===== src/rtl/sdspi_saver_if.sv =====
// sdspi_saver_if: APB-style bus between the saver and the SD controller.
// Master side drives the access, slave side completes it.
interface sdspi_saver_if;
  logic        psel;
  logic        penable;
  logic        pwrite;
  logic [15:0] paddr;
  logic [31:0] pwdata;
  logic [31:0] prdata;
  logic        pready;
  logic        pslverr;

  modport master (
    output psel, penable, pwrite, paddr, pwdata,
    input  prdata, pready, pslverr
  );

  modport slave (
    input  psel, penable, pwrite, paddr, pwdata,
    output prdata, pready, pslverr
  );
endinterface


===== src/rtl/sdspi_saver.sv =====
// sdspi_saver: copies RAM words into SD sectors through the controller.
// Define SDSPI_SAVER_CHKSUM_EN for a byte checksum in w_saver_status.
module sdspi_saver #(
  parameter logic [15:0] DEVADDR   = 16'h0000,
  parameter logic [15:0] BLOCKADDR = 16'h0200,
  parameter int          BLOCKSIZE = 512
) (
  input  logic        clk27mhz,
  input  logic        resetn,
  input  logic        start,
  input  logic [31:0] start_sector,
  input  logic [31:0] nwords,
  output logic [31:0] RADDR,
  output logic        RE,
  input  logic [31:0] RDATA,
  input  logic        RVALID,
  sdspi_saver_if.master apb,
  input  logic        sdsbusy,
  input  logic [31:0] sdspi_status,
  output logic        BUSY,
  output logic        DONE,
  output logic        ERR,
  output logic [31:0] w_saver_status
);

  typedef enum logic [3:0] {
    IDLE    = 4'd0,
    MRD     = 4'd1,
    MWAIT   = 4'd2,
    BWR     = 4'd3,
    BWAIT   = 4'd4,
    CMD     = 4'd5,
    CMDWAIT = 4'd6,
    SDSTART = 4'd7,
    SDEND   = 4'd8
  } state_t;

  localparam logic [31:0] MASK = 32'(BLOCKSIZE - 1);

  state_t      st_q, st_d;
  logic [31:0] sector_q, sector_d;
  logic [31:0] rem_q, rem_d;
  logic [31:0] waddr_q, waddr_d;
  logic [31:0] bidx_q, bidx_d;
  logic [31:0] wbuf_q, wbuf_d;
  logic        busy_q, busy_d;
  logic        done_q, done_d;
  logic        err_q, err_d;
  logic [31:0] raddr_q, raddr_d;
  logic        re_q, re_d;
  logic        psel_q, psel_d;
  logic        pen_q, pen_d;
  logic        pwr_q, pwr_d;
  logic [15:0] paddr_q, paddr_d;
  logic [31:0] pwdata_q, pwdata_d;
  logic [15:0] chk;
`ifdef SDSPI_SAVER_CHKSUM_EN
  logic [15:0] chk_q, chk_d;
`endif

  logic [7:0]  sdctrl;
  logic [7:0]  sdst;
  logic [31:0] nb;
  logic        pad;
  logic        wdone;
  logic [31:0] rem_n;
  logic [7:0]  bsel;
  logic        unused_in;

  assign sdctrl = sdspi_status[15:8];
  assign sdst   = sdspi_status[7:0];
  assign nb     = bidx_q + 32'd1;
  assign pad    = (rem_q == 32'd0);
  assign wdone  = !pad && (bidx_q[1:0] == 2'd3);
  assign rem_n  = wdone ? rem_q - 32'd1 : rem_q;
  assign bsel   = pad ? 8'h00
                : wbuf_q[{bidx_q[1:0], 3'b000} +: 8];
  assign unused_in = ^{apb.prdata, sdspi_status[31:16]};

  // Next-state and next-register logic for the copy sequencer
  always_comb begin
    st_d     = st_q;
    sector_d = sector_q;
    rem_d    = rem_q;
    waddr_d  = waddr_q;
    bidx_d   = bidx_q;
    wbuf_d   = wbuf_q;
    busy_d   = busy_q;
    done_d   = done_q;
    err_d    = err_q;
    raddr_d  = raddr_q;
    re_d     = re_q;
    psel_d   = psel_q;
    pen_d    = pen_q;
    pwr_d    = pwr_q;
    paddr_d  = paddr_q;
    pwdata_d = pwdata_q;
`ifdef SDSPI_SAVER_CHKSUM_EN
    chk_d    = chk_q;
`endif
    unique case (st_q)
      IDLE: if (start) begin
        sector_d = start_sector;
        rem_d    = nwords;
        waddr_d  = 32'd0;
        bidx_d   = 32'd0;
        done_d   = 1'b0;
        err_d    = 1'b0;
`ifdef SDSPI_SAVER_CHKSUM_EN
        chk_d    = 16'd0;
`endif
        if (nwords == 32'd0) begin
          done_d = 1'b1;
        end else begin
          busy_d = 1'b1;
          st_d   = MRD;
        end
      end
      MRD: begin
        raddr_d = waddr_q;
        re_d    = 1'b1;
        st_d    = MWAIT;
      end
      MWAIT: if (RVALID) begin
        wbuf_d = RDATA;
        re_d   = 1'b0;
        st_d   = BWR;
      end
      BWR: if (!apb.pready && sdctrl == 8'd0) begin
        psel_d   = 1'b1;
        pen_d    = 1'b1;
        pwr_d    = 1'b1;
        paddr_d  = BLOCKADDR + (bidx_q[15:0] & MASK[15:0]);
        pwdata_d = {24'h0, bsel};
`ifdef SDSPI_SAVER_CHKSUM_EN
        chk_d    = chk_q + {8'h0, bsel};
`endif
        st_d     = BWAIT;
      end
      BWAIT: if (apb.pready) begin
        psel_d = 1'b0;
        pen_d  = 1'b0;
        pwr_d  = 1'b0;
        if (apb.pslverr) begin
          err_d    = 1'b1;
          busy_d   = 1'b0;
          paddr_d  = 16'h0;
          pwdata_d = 32'h0;
          st_d     = IDLE;
        end else begin
          bidx_d = nb;
          if (wdone) begin
            waddr_d = waddr_q + 32'd4;
            rem_d   = rem_n;
          end
          if ((nb & MASK) == 32'd0)
            st_d = CMD;
          else if (wdone && rem_n != 32'd0)
            st_d = MRD;
          else
            st_d = BWR;
        end
      end
      CMD: if (!apb.pready && sdctrl == 8'd0) begin
        psel_d   = 1'b1;
        pen_d    = 1'b1;
        pwr_d    = 1'b1;
        paddr_d  = DEVADDR;
        pwdata_d = {1'b1, sector_q[30:0]};
        st_d     = CMDWAIT;
      end
      CMDWAIT: if (apb.pready) begin
        psel_d = 1'b0;
        pen_d  = 1'b0;
        pwr_d  = 1'b0;
        if (apb.pslverr) begin
          err_d    = 1'b1;
          busy_d   = 1'b0;
          paddr_d  = 16'h0;
          pwdata_d = 32'h0;
          st_d     = IDLE;
        end else begin
          st_d = SDSTART;
        end
      end
      SDSTART: if (sdsbusy && sdst != 8'd0) begin
        st_d = SDEND;
      end
      SDEND: if (!sdsbusy && sdst == 8'd0 && sdctrl == 8'd0) begin
        sector_d = sector_q + 32'd1;
        bidx_d   = 32'd0;
        if (rem_q != 32'd0) begin
          st_d = MRD;
        end else begin
          busy_d = 1'b0;
          done_d = 1'b1;
          st_d   = IDLE;
        end
      end
      default: st_d = IDLE;
    endcase
  end

  // State and datapath registers, cleared asynchronously
  always_ff @(posedge clk27mhz or negedge resetn) begin
    if (!resetn) begin
      st_q     <= IDLE;
      sector_q <= 32'd0;
      rem_q    <= 32'd0;
      waddr_q  <= 32'd0;
      bidx_q   <= 32'd0;
      wbuf_q   <= 32'd0;
      busy_q   <= 1'b0;
      done_q   <= 1'b0;
      err_q    <= 1'b0;
      raddr_q  <= 32'd0;
      re_q     <= 1'b0;
      psel_q   <= 1'b0;
      pen_q    <= 1'b0;
      pwr_q    <= 1'b0;
      paddr_q  <= 16'd0;
      pwdata_q <= 32'd0;
`ifdef SDSPI_SAVER_CHKSUM_EN
      chk_q    <= 16'd0;
`endif
    end else begin
      st_q     <= st_d;
      sector_q <= sector_d;
      rem_q    <= rem_d;
      waddr_q  <= waddr_d;
      bidx_q   <= bidx_d;
      wbuf_q   <= wbuf_d;
      busy_q   <= busy_d;
      done_q   <= done_d;
      err_q    <= err_d;
      raddr_q  <= raddr_d;
      re_q     <= re_d;
      psel_q   <= psel_d;
      pen_q    <= pen_d;
      pwr_q    <= pwr_d;
      paddr_q  <= paddr_d;
      pwdata_q <= pwdata_d;
`ifdef SDSPI_SAVER_CHKSUM_EN
      chk_q    <= chk_d;
`endif
    end
  end

`ifdef SDSPI_SAVER_CHKSUM_EN
  assign chk = chk_q;
`else
  assign chk = 16'h0;
`endif

  assign RADDR          = raddr_q;
  assign RE             = re_q;
  assign apb.psel       = psel_q;
  assign apb.penable    = pen_q;
  assign apb.pwrite     = pwr_q;
  assign apb.paddr      = paddr_q;
  assign apb.pwdata     = pwdata_q;
  assign BUSY           = busy_q;
  assign DONE           = done_q;
  assign ERR            = err_q;
  assign w_saver_status = {chk, 8'h0, 4'h0, st_q};

endmodule

===== src/flat_wrapper.sv =====
// flat-port wrapper written by rule: the top's interface ports become plain ports
module sdspi_saver_flat 
#(
  parameter logic [15:0] DEVADDR   = 16'h0000,
  parameter logic [15:0] BLOCKADDR = 16'h0200,
  parameter int          BLOCKSIZE = 512
)
  (clk27mhz, resetn, start, start_sector, nwords, RADDR, RE, RDATA, RVALID, sdsbusy, sdspi_status, BUSY, DONE, ERR, w_saver_status, apb_psel, apb_penable, apb_pwrite, apb_paddr, apb_pwdata, apb_prdata, apb_pready, apb_pslverr);
  sdspi_saver_if apb_i ();
  input  logic clk27mhz;
  input  logic resetn;
  input  logic start;
  input  logic [31:0] start_sector;
  input  logic [31:0] nwords;
  output logic [31:0] RADDR;
  output logic RE;
  input  logic [31:0] RDATA;
  input  logic RVALID;
  input  logic sdsbusy;
  input  logic [31:0] sdspi_status;
  output logic BUSY;
  output logic DONE;
  output logic ERR;
  output logic [31:0] w_saver_status;
  output wire logic [$bits(apb_i.psel)-1:0] apb_psel;
  output wire logic [$bits(apb_i.penable)-1:0] apb_penable;
  output wire logic [$bits(apb_i.pwrite)-1:0] apb_pwrite;
  output wire logic [$bits(apb_i.paddr)-1:0] apb_paddr;
  output wire logic [$bits(apb_i.pwdata)-1:0] apb_pwdata;
  input wire logic [$bits(apb_i.prdata)-1:0] apb_prdata;
  input wire logic [$bits(apb_i.pready)-1:0] apb_pready;
  input wire logic [$bits(apb_i.pslverr)-1:0] apb_pslverr;
  assign apb_psel = apb_i.psel;
  assign apb_penable = apb_i.penable;
  assign apb_pwrite = apb_i.pwrite;
  assign apb_paddr = apb_i.paddr;
  assign apb_pwdata = apb_i.pwdata;
  assign apb_i.prdata = apb_prdata;
  assign apb_i.pready = apb_pready;
  assign apb_i.pslverr = apb_pslverr;
  sdspi_saver #(.DEVADDR(DEVADDR), .BLOCKADDR(BLOCKADDR), .BLOCKSIZE(BLOCKSIZE)) u_core (.clk27mhz(clk27mhz), .resetn(resetn), .start(start), .start_sector(start_sector), .nwords(nwords), .RADDR(RADDR), .RE(RE), .RDATA(RDATA), .RVALID(RVALID), .apb(apb_i), .sdsbusy(sdsbusy), .sdspi_status(sdspi_status), .BUSY(BUSY), .DONE(DONE), .ERR(ERR), .w_saver_status(w_saver_status));
endmodule

===== config.mk =====
export PLATFORM = sky130hd
export DESIGN_NAME = sdspi_saver_flat
export DESIGN_NICKNAME = d
export VERILOG_FILES = /design/src/rtl/sdspi_saver_if.sv /design/src/rtl/sdspi_saver.sv /design/src/flat_wrapper.sv
export SDC_FILE = /design/constraint.sdc
export NUM_CORES = 1
export LEC_CHECK = 0
export ABC_AREA = 1
export BUFFER_PORTS_ARGS = -buffer_cell sky130_fd_sc_hd__buf_2
export CAP_MARGIN = 15
export CORE_ASPECT_RATIO = 0.7
export CORE_MARGIN = 2
export CORE_UTILIZATION = 59
export DETAILED_ROUTE_END_ITERATION = 8
export PLACE_DENSITY = 0.95
export SLEW_MARGIN = 15
export SYNTH_ARGS = -nofsm -noshare
export SYNTH_HDL_FRONTEND = slang
export SYNTH_SLANG_ARGS = --single-unit

===== constraint.sdc =====
create_clock -name clk27mhz -period 3.6 [get_ports clk27mhz]
set_input_delay 0.9 -clock clk27mhz [delete_from_list [all_inputs] [get_ports clk27mhz]]
set_output_delay 0.9 -clock clk27mhz [all_outputs]
set_load 0.01 [all_outputs]

==> out/metrics.yaml, run 1 <==
clocking:
  clk_latency_ns: 0.50
  cts.clk_slew.worst_paths_ns: 0.06
  post_cts_buffers: 0
  root_buffer: "clkbuf_16"
  htreeDepth: 1
  cts_resized: 0
  holdBufCountCts: 0
  cts_max_path_buffers: 3
  cts_tree: "yes"
  clkSinkCount: 215
  numCtsBuffers: 22
grt:
  antenna_found_initial: 0
  track_usage: 0.304
  overflow: 0
  grt_pass1_wl_mm: 54.6
  grt_max_degree: 93
  grt_pass1_vias: 10900
drt:
  ant_nets: 0
  drc: 0
  avgRoutedWirePerCell_um: 16.1
  routed_wl_mm: 33.3
  drt_iter0_drc: 1552
  dr.pass1.iters: 7
  vias_per_cell: 5.67
  dr_total_vias: 11700
yosys:
  ys_seq_elements: 215
  ys_top_cells_by_count: "nand2_1, dfrtp_1, o21ai_0, inv_1, nor2_1"
  syn_area_um2: 12300
  synth_top_area_share: 0.438
  yosysWarnings: 0
  synth-edff-count: 0
  synth_area_leaders: "dfrtp_1, nand2_1, o21ai_0"
  yosysUniqueCellTypes: 55
  async_flop_share: 1.00
  seq_area_frac_synth: 0.438
  yosysTopAreaCell: "dfrtp_1"
  synth_flop_cell: "dfrtp_1"
  syn_inst: 1589
  syn_avg_cell_area_um2: 7.73
  synth.most_common_cell: "nand2_1"
critical_path:
  startpoint_type: "register"
  path_class: "register to register"
  worstPathMaxFanout: 7
  cp.required_ns: 4.04
  critical_path_arrival_ns: 3.38
  cp-end-kind: "register"
sta:
  holdWs_ns: 0.471
  hold_viol_final: 0
  tightestPinTransition_ns: 0.949
  timing.final.crit_share: 0.817
  fin_crit_ns: 2.94
  setup_viol: 0
  skew_ns: 0.00971
  max-slew-margin-rel: 0.366
  worst_slack_ns: 0.658
  max_freq_mhz: 340
  fin_setup_tns_ns: 0
  rsz0062_at_grt: "no"
  finalMaxSlewViolations: 0
power:
  p_leak_nw: 6.92
  total_power_mw: 10.4
  pwr-share-comb: 0.408
  powerDensity_nw_per_um2: 737
  switching_share: 0.421
  peakVddDrop_uv: 490
  internal_power_mw: 6.04
  sequentialPowerShare: 0.361
  clock_power_share: 0.231
  p_switching_mw: 4.39
placed_design:
  dp_hpwl_mm: 24.2
  postPlaceCellArea_um2: 13400
  gp_congestion: 1.00
  portBuffers: 200
  dpl_worst_slack_ns: 0.606
  dp.cells: 2025
finish:
  final_core_util: 0.687
  nets: 1945
  drive_gt1_frac: 0.184
  stdcell_count: 2062
  insertedDiodeCount: 0
  fin_area_um2: 14100
  area_growth_pct: 15.2
run_status:
  status: "completed"
die:
  fp-row-count: 44
  die_h_um: 125
  core_um2: 20600
  die_area_um2: 22000
  initial_core_util: 0.597
  die_w_um: 176
  ios: 286
hold_path:
  hold_class: "input port to asynchronous set/reset pin"
job:
  maxCapViolations: 0
==> cells in the final DEF (no fill, tap or decap), types with 5 or more instances in the layout <==
cell	count
o31ai_1	5
inv_2	10
o21ai_0	172
a31oi_1	5
nor4_1	12
ha_1	5
a22oi_1	34
nand2_2	5
nand2_1	383
xor2_1	36
inv_1	165
mux2_2	28
buf_2	199
a21oi_1	40
nand3_1	50
buf_4	15
nor2_2	8
o211ai_1	5
clkbuf_8	6
conb_1	36
clkbuf_16	23
o22ai_1	24
o21ai_1	8
nor3_1	36
o221ai_1	5
nand4_1	36
nor2_1	158
nor2_4	11
dfrtp_1	215
==> power by group through the flow <==
stage	clock network [mW]	registers, mW	logic (mW)
after floorplan	0	3.67	3.06
after global placement	0	3.73	4.00
after detailed placement	0	3.77	4.15
after CTS	2.43	3.74	4.19
after global routing	2.54	3.85	4.77
final	2.41	3.77	4.26
==> final timing paths <==
path                                       start               end  slack [ns]  depth (start not counted)
max in group asynchronous                 resetn  u_core.rem_q[24]        2.30                          2
worst min register to register  u_core.RADDR[17]  u_core.RADDR[17]        0.48                          2
worst min-delay path                      resetn  u_core.RADDR[12]        0.47                          1
worst max-delay path             u_core.rem_q[0]    u_core.st_q[1]        0.66                         20
min in group clk27mhz           u_core.RADDR[17]  u_core.RADDR[17]        0.48                          2
worst max register to register   u_core.rem_q[0]    u_core.st_q[1]        0.66                         20
==> layout make-up <==
class	count	area [µm²]
fillers	1691	6440
flip-flops and latches	215	5380
clock buffers	32	659
multi-input cells	1140	5830
repair buffers	217	1160
inverters	177	669
well taps	276	345
clock inverters	5	100
==> critical path, stage by stage (launching register included) <==
cell and delay [ns]:
dfrtp_1 0.42, inv_1 0.26, ha_1 0.34, nand2_2 0.15
inv_1 0.14, nand2_1 0.07, nor2_1 0.23, nand4_1 0.19
inv_1 0.08, nand2_1 0.05, nand2_1 0.09, nand2_1 0.06
nor2_1 0.14, nand2_1 0.06, nor2_1 0.20, nand2_1 0.09
nand2_1 0.08, nand2_1 0.08, nand2_1 0.06, nand2_1 0.05
nand2_1 0.05
==> flip-flops by register name (all words and copies together), names as in the netlist, 4 cells and up <==
| register | flops |
|---|---|
| u_core.wbuf_q | 32 |
| u_core.apb.pwdata | 32 |
| u_core.st_q | 4 |
| u_core.apb.paddr | 10 |
| u_core.rem_q | 32 |
| u_core.sector_q | 31 |
| u_core.waddr_q | 30 |
| u_core.RADDR | 30 |
| u_core.bidx_q | 9 |
==> kinds of logic after synthesis <==
family,share of synthesized area
flops,0.438
simple gates,0.262
compound gates,0.143
fa+ha+maj,0.00509
mux,0.0257
xor+xnor,0.0271
buf+inv,0.0992
other cells,0.000305
==> routing by layer <==
metal | vias up | part of all wire | track usage
met5 | - | 0 | 0
met2 | 606 | 0.43 | 0.455
met4 | 0 | 0.035 | 0.103
met3 | 99 | 0.084 | 0.0415
met1 | 5444 | 0.45 | 0.454
li1 | 5542 | - | -
(Power assumes the default switching activity.)
==> run 2, diff against run 1 <==
ABC_AREA = 0   (was 1)
CORE_UTILIZATION = 54   (was 59)
PLACE_DENSITY = 0.92   (was 0.95)
clock period = 3 ns   (was 3.6 ns; I/O delays follow)
==> out/metrics.yaml, run 2 <==
run_status:
  status: "completed"
finish:
  drive_gt1_frac: 0.284  # +0.0997
  mostFrequentLayoutCells: "dfrtp_1, buf_2, nand2_1, a21oi_1, nor2_1"
  fill_cells: 1647  # -2.6%
  final_common_cell: "dfrtp_1"
  nets: 1593  # -18%
  insertedDiodeCount: 0  # unchanged
  area_growth_pct: 21.0
clocking:
  holdBufCountCts: 0  # unchanged
  cts_max_path_buffers: 3  # unchanged
  clk_latency_ns: 0.52  # +0.02 ns
  root_buffer: "clkbuf_16"
  cts_tree: "yes"
  numCtsBuffers: 22  # unchanged
  htreeDepth: 1  # unchanged
  clkSinkCount: 215  # unchanged
  cts.clk_slew.worst_paths_ns: 0.06  # about the same
yosys:
  synth_flop_cell: "dfrtp_1"
  synth_area_leaders: "dfrtp_1, mux2_2, a21oi_1"
  yosysTopAreaCell: "dfrtp_1"
  async_flop_share: 1.00  # unchanged
  yosysUniqueCellTypes: 71  # +29%
  syn_area_um2: 11500  # -6.3%
  ys_top_cells_by_count: "dfrtp_1, nand2_1, a21oi_1, nor2_1, clkbuf_1"
  seq_area_frac_synth: 0.467  # +0.0293
  ys_seq_elements: 215  # unchanged
  synth_top_area_share: 0.467  # +0.0293
  synth-edff-count: 0  # unchanged
  syn_inst: 1203  # -24%
  synth.most_common_cell: "dfrtp_1"
  syn_avg_cell_area_um2: 9.57  # +24%
  yosysWarnings: 0  # unchanged
critical_path:
  cp.required_ns: 3.40  # -0.64 ns
  cp-end-kind: "register"
  critical_path_arrival_ns: 3.27  # -0.11 ns
  r2r-start: "u_core.rem_q[0]"
  path_class: "register to register"
  crit_end: "u_core.rem_q[24]"
  worstPathMaxFanout: 17  # +10
  worstSetupStartpoint: "u_core.rem_q[0]"
  startpoint_type: "register"
  r2r_setup_slack_ns: 0.13  # -0.53 ns
  reg2reg_depth: 10  # -50%
  timing.rr.end: "u_core.rem_q[24]"
die:
  die_area_um2: 22500  # +2.3%
  die_h_um: 126  # +1.2%
  die_w_um: 179  # +1.2%
  ios: 286  # unchanged
  initial_core_util: 0.553  # -0.0434
  fp-row-count: 44  # unchanged
  core_um2: 20800  # +1.1%
power:
  peakVddDrop_uv: 494  # +0.73%
  powerDensity_nw_per_um2: 808  # +9.7%
  p_leak_nw: 6.33  # -8.5%
sta:
  fin_crit_ns: 2.87  # -0.0728 ns
  skew_ns: 0.0210  # +0.0113 ns
  finalMaxSlewViolations: 0  # unchanged
  holdWs_ns: 0.252  # -0.220 ns
  hold_viol_final: 0  # unchanged
  tightestPinTransition_ns: 0.937  # -0.0122 ns
  setup_viol: 0  # unchanged
  timing.final.crit_share: 0.956  # +0.139
  max-slew-margin-rel: 0.371  # +0.00545
  fin_setup_tns_ns: 0  # unchanged
  max_freq_mhz: 349  # +2.5%
  rsz0062_at_grt: "no"
job:
  maxCapViolations: 0  # unchanged
grt:
  grt_max_degree: 76  # -18%
  grt_pass1_vias: 9926  # -8.7%
  antenna_found_initial: 1  # +1
  overflow: 0  # unchanged
  track_usage: 0.292  # -0.0125
  grt_pass1_wl_mm: 52.5  # -3.8%
placed_design:
  gp_congestion: 0.959  # -4.4%
  portBuffers: 200  # unchanged
  dp_hpwl_mm: 23.7  # -2.3%
drt:
  ant_nets: 0  # unchanged
  dr.pass1.iters: 5  # -2
  routed_wl_mm: 33.5  # +0.63%
  dr_total_vias: 10600  # -9.2%
  avgRoutedWirePerCell_um: 19.5  # +21%
  vias_per_cell: 6.20  # +9.3%
  drc: 0  # unchanged
  drt_iter0_drc: 1077  # -31%
hold_path:
  hold_class: "input port to asynchronous set/reset pin"
run 2: cell types whose count changed in the layout (fill, tap and decap cells not counted), moves of 32 or more:
cell,delta
a21oi_1,+67
a22o_1,+32
buf_4,+49
inv_1,-144
mux2_2,+35
nand2_1,-270
nor2_1,-89
o21ai_0,-120
run 2: metal layers:
metal / global-route usage / part of all wire / up-vias / wire (µm)
met3: 0.0550 / 0.089 / 65 / 2960
met5: 0 / 0.00039 / - / 13
met1: 0.429 / 0.44 / 5201 / 14600
met2: 0.447 / 0.45 / 520 / 15100
met4: 0.0736 / 0.023 / 2 / 754
li1: - / - / 4828 / -
run 2: critical path: stages, from the launching register on:
cell and delay (ns):
dfrtp_1 0.37, inv_1 0.11, ha_1 0.16, or3b_4 0.41, or4_4 0.47, or3_4 0.37, a31oi_4 0.23, or2_4 0.21
buf_12 0.16, a21oi_1 0.05, o22a_1 0.20
run 2: final cells by class:
cell class / count / area (µm²) / share of cell area
Multi-Input combinational cell: 888 / 5650 / 0.405
Sequential cell: 215 / 5380 / 0.386
Timing Repair Buffer: 273 / 1680 / 0.121
Clock buffer: 28 / 634 / 0.0455
Tap cell: 276 / 345 / 0.0248
Clock inverter: 12 / 173 / 0.0124
Inverter: 21 / 78.8 / 0.00566
run 2: power breakdown:
group / leakage, nW / internal [mW] / switching [mW]
Clock: 0.394 / 1.85 / 1.18
Sequential: 2.75 / 3.62 / 0.804
Combinational: 3.18 / 1.65 / 2.16
Total: 6.33 / 7.12 / 4.15
run 2: through the flow:
step | worst slack [ns] | cell area [µm²] | cells | power, mW | util
floorplan | 0.0202 | 11600 | 1238 | 6.78 | -
global placement | 0.0580 | 13000 | 1670 | 7.90 | 0.627
detailed placement | -0.0465 | 13000 | 1670 | 8.08 | 0.627
CTS | 0.0146 | 13900 | 1710 | 11.1 | 0.666
global route | 0.0147 | 13900 | 1713 | 11.9 | 0.670
finish | 0.131 | 13900 | 1713 | 11.3 | 0.670
run 2: cells by family after synthesis:
| family | Yosys count | synth area share |
|---|---|---|
| AND/OR/NAND/NOR | 422 | 0.185 |
| AO/OA/AOI/OAI | 314 | 0.175 |
| flip-flops | 215 | 0.467 |
| buffers and inverters | 135 | 0.0589 |
| multiplexers | 76 | 0.0816 |
| XOR/XNOR | 35 | 0.0266 |
| adder cells (fa/ha/maj) | 5 | 0.00543 |
| other | 1 | 0.000326 |
run 2: worst min path at each step:
| stage | start | to | slack [ns] | cells past startpoint |
|---|---|---|---|---|
| floorplan | resetn | u_core.BUSY | 0.45 | 0 |
| global placement | u_core.apb.pwdata[1] | u_core.apb.pwdata[1] | 0.45 | 2 |
| detailed placement | u_core.apb.pwdata[5] | u_core.apb.pwdata[5] | 0.46 | 2 |
| CTS | resetn | u_core.RADDR[29] | 0.28 | 1 |
| global route | resetn | u_core.RADDR[11] | 0.29 | 1 |
| finish | resetn | u_core.RADDR[23] | 0.25 | 1 |
run 2: repair_timing:
action,4_1_cts,5_1_grt
pin swaps,0,2
gates resized for setup,1,6
gates cloned,0,2
endpoints found under the setup margin,1,45
setup buffers,0,1
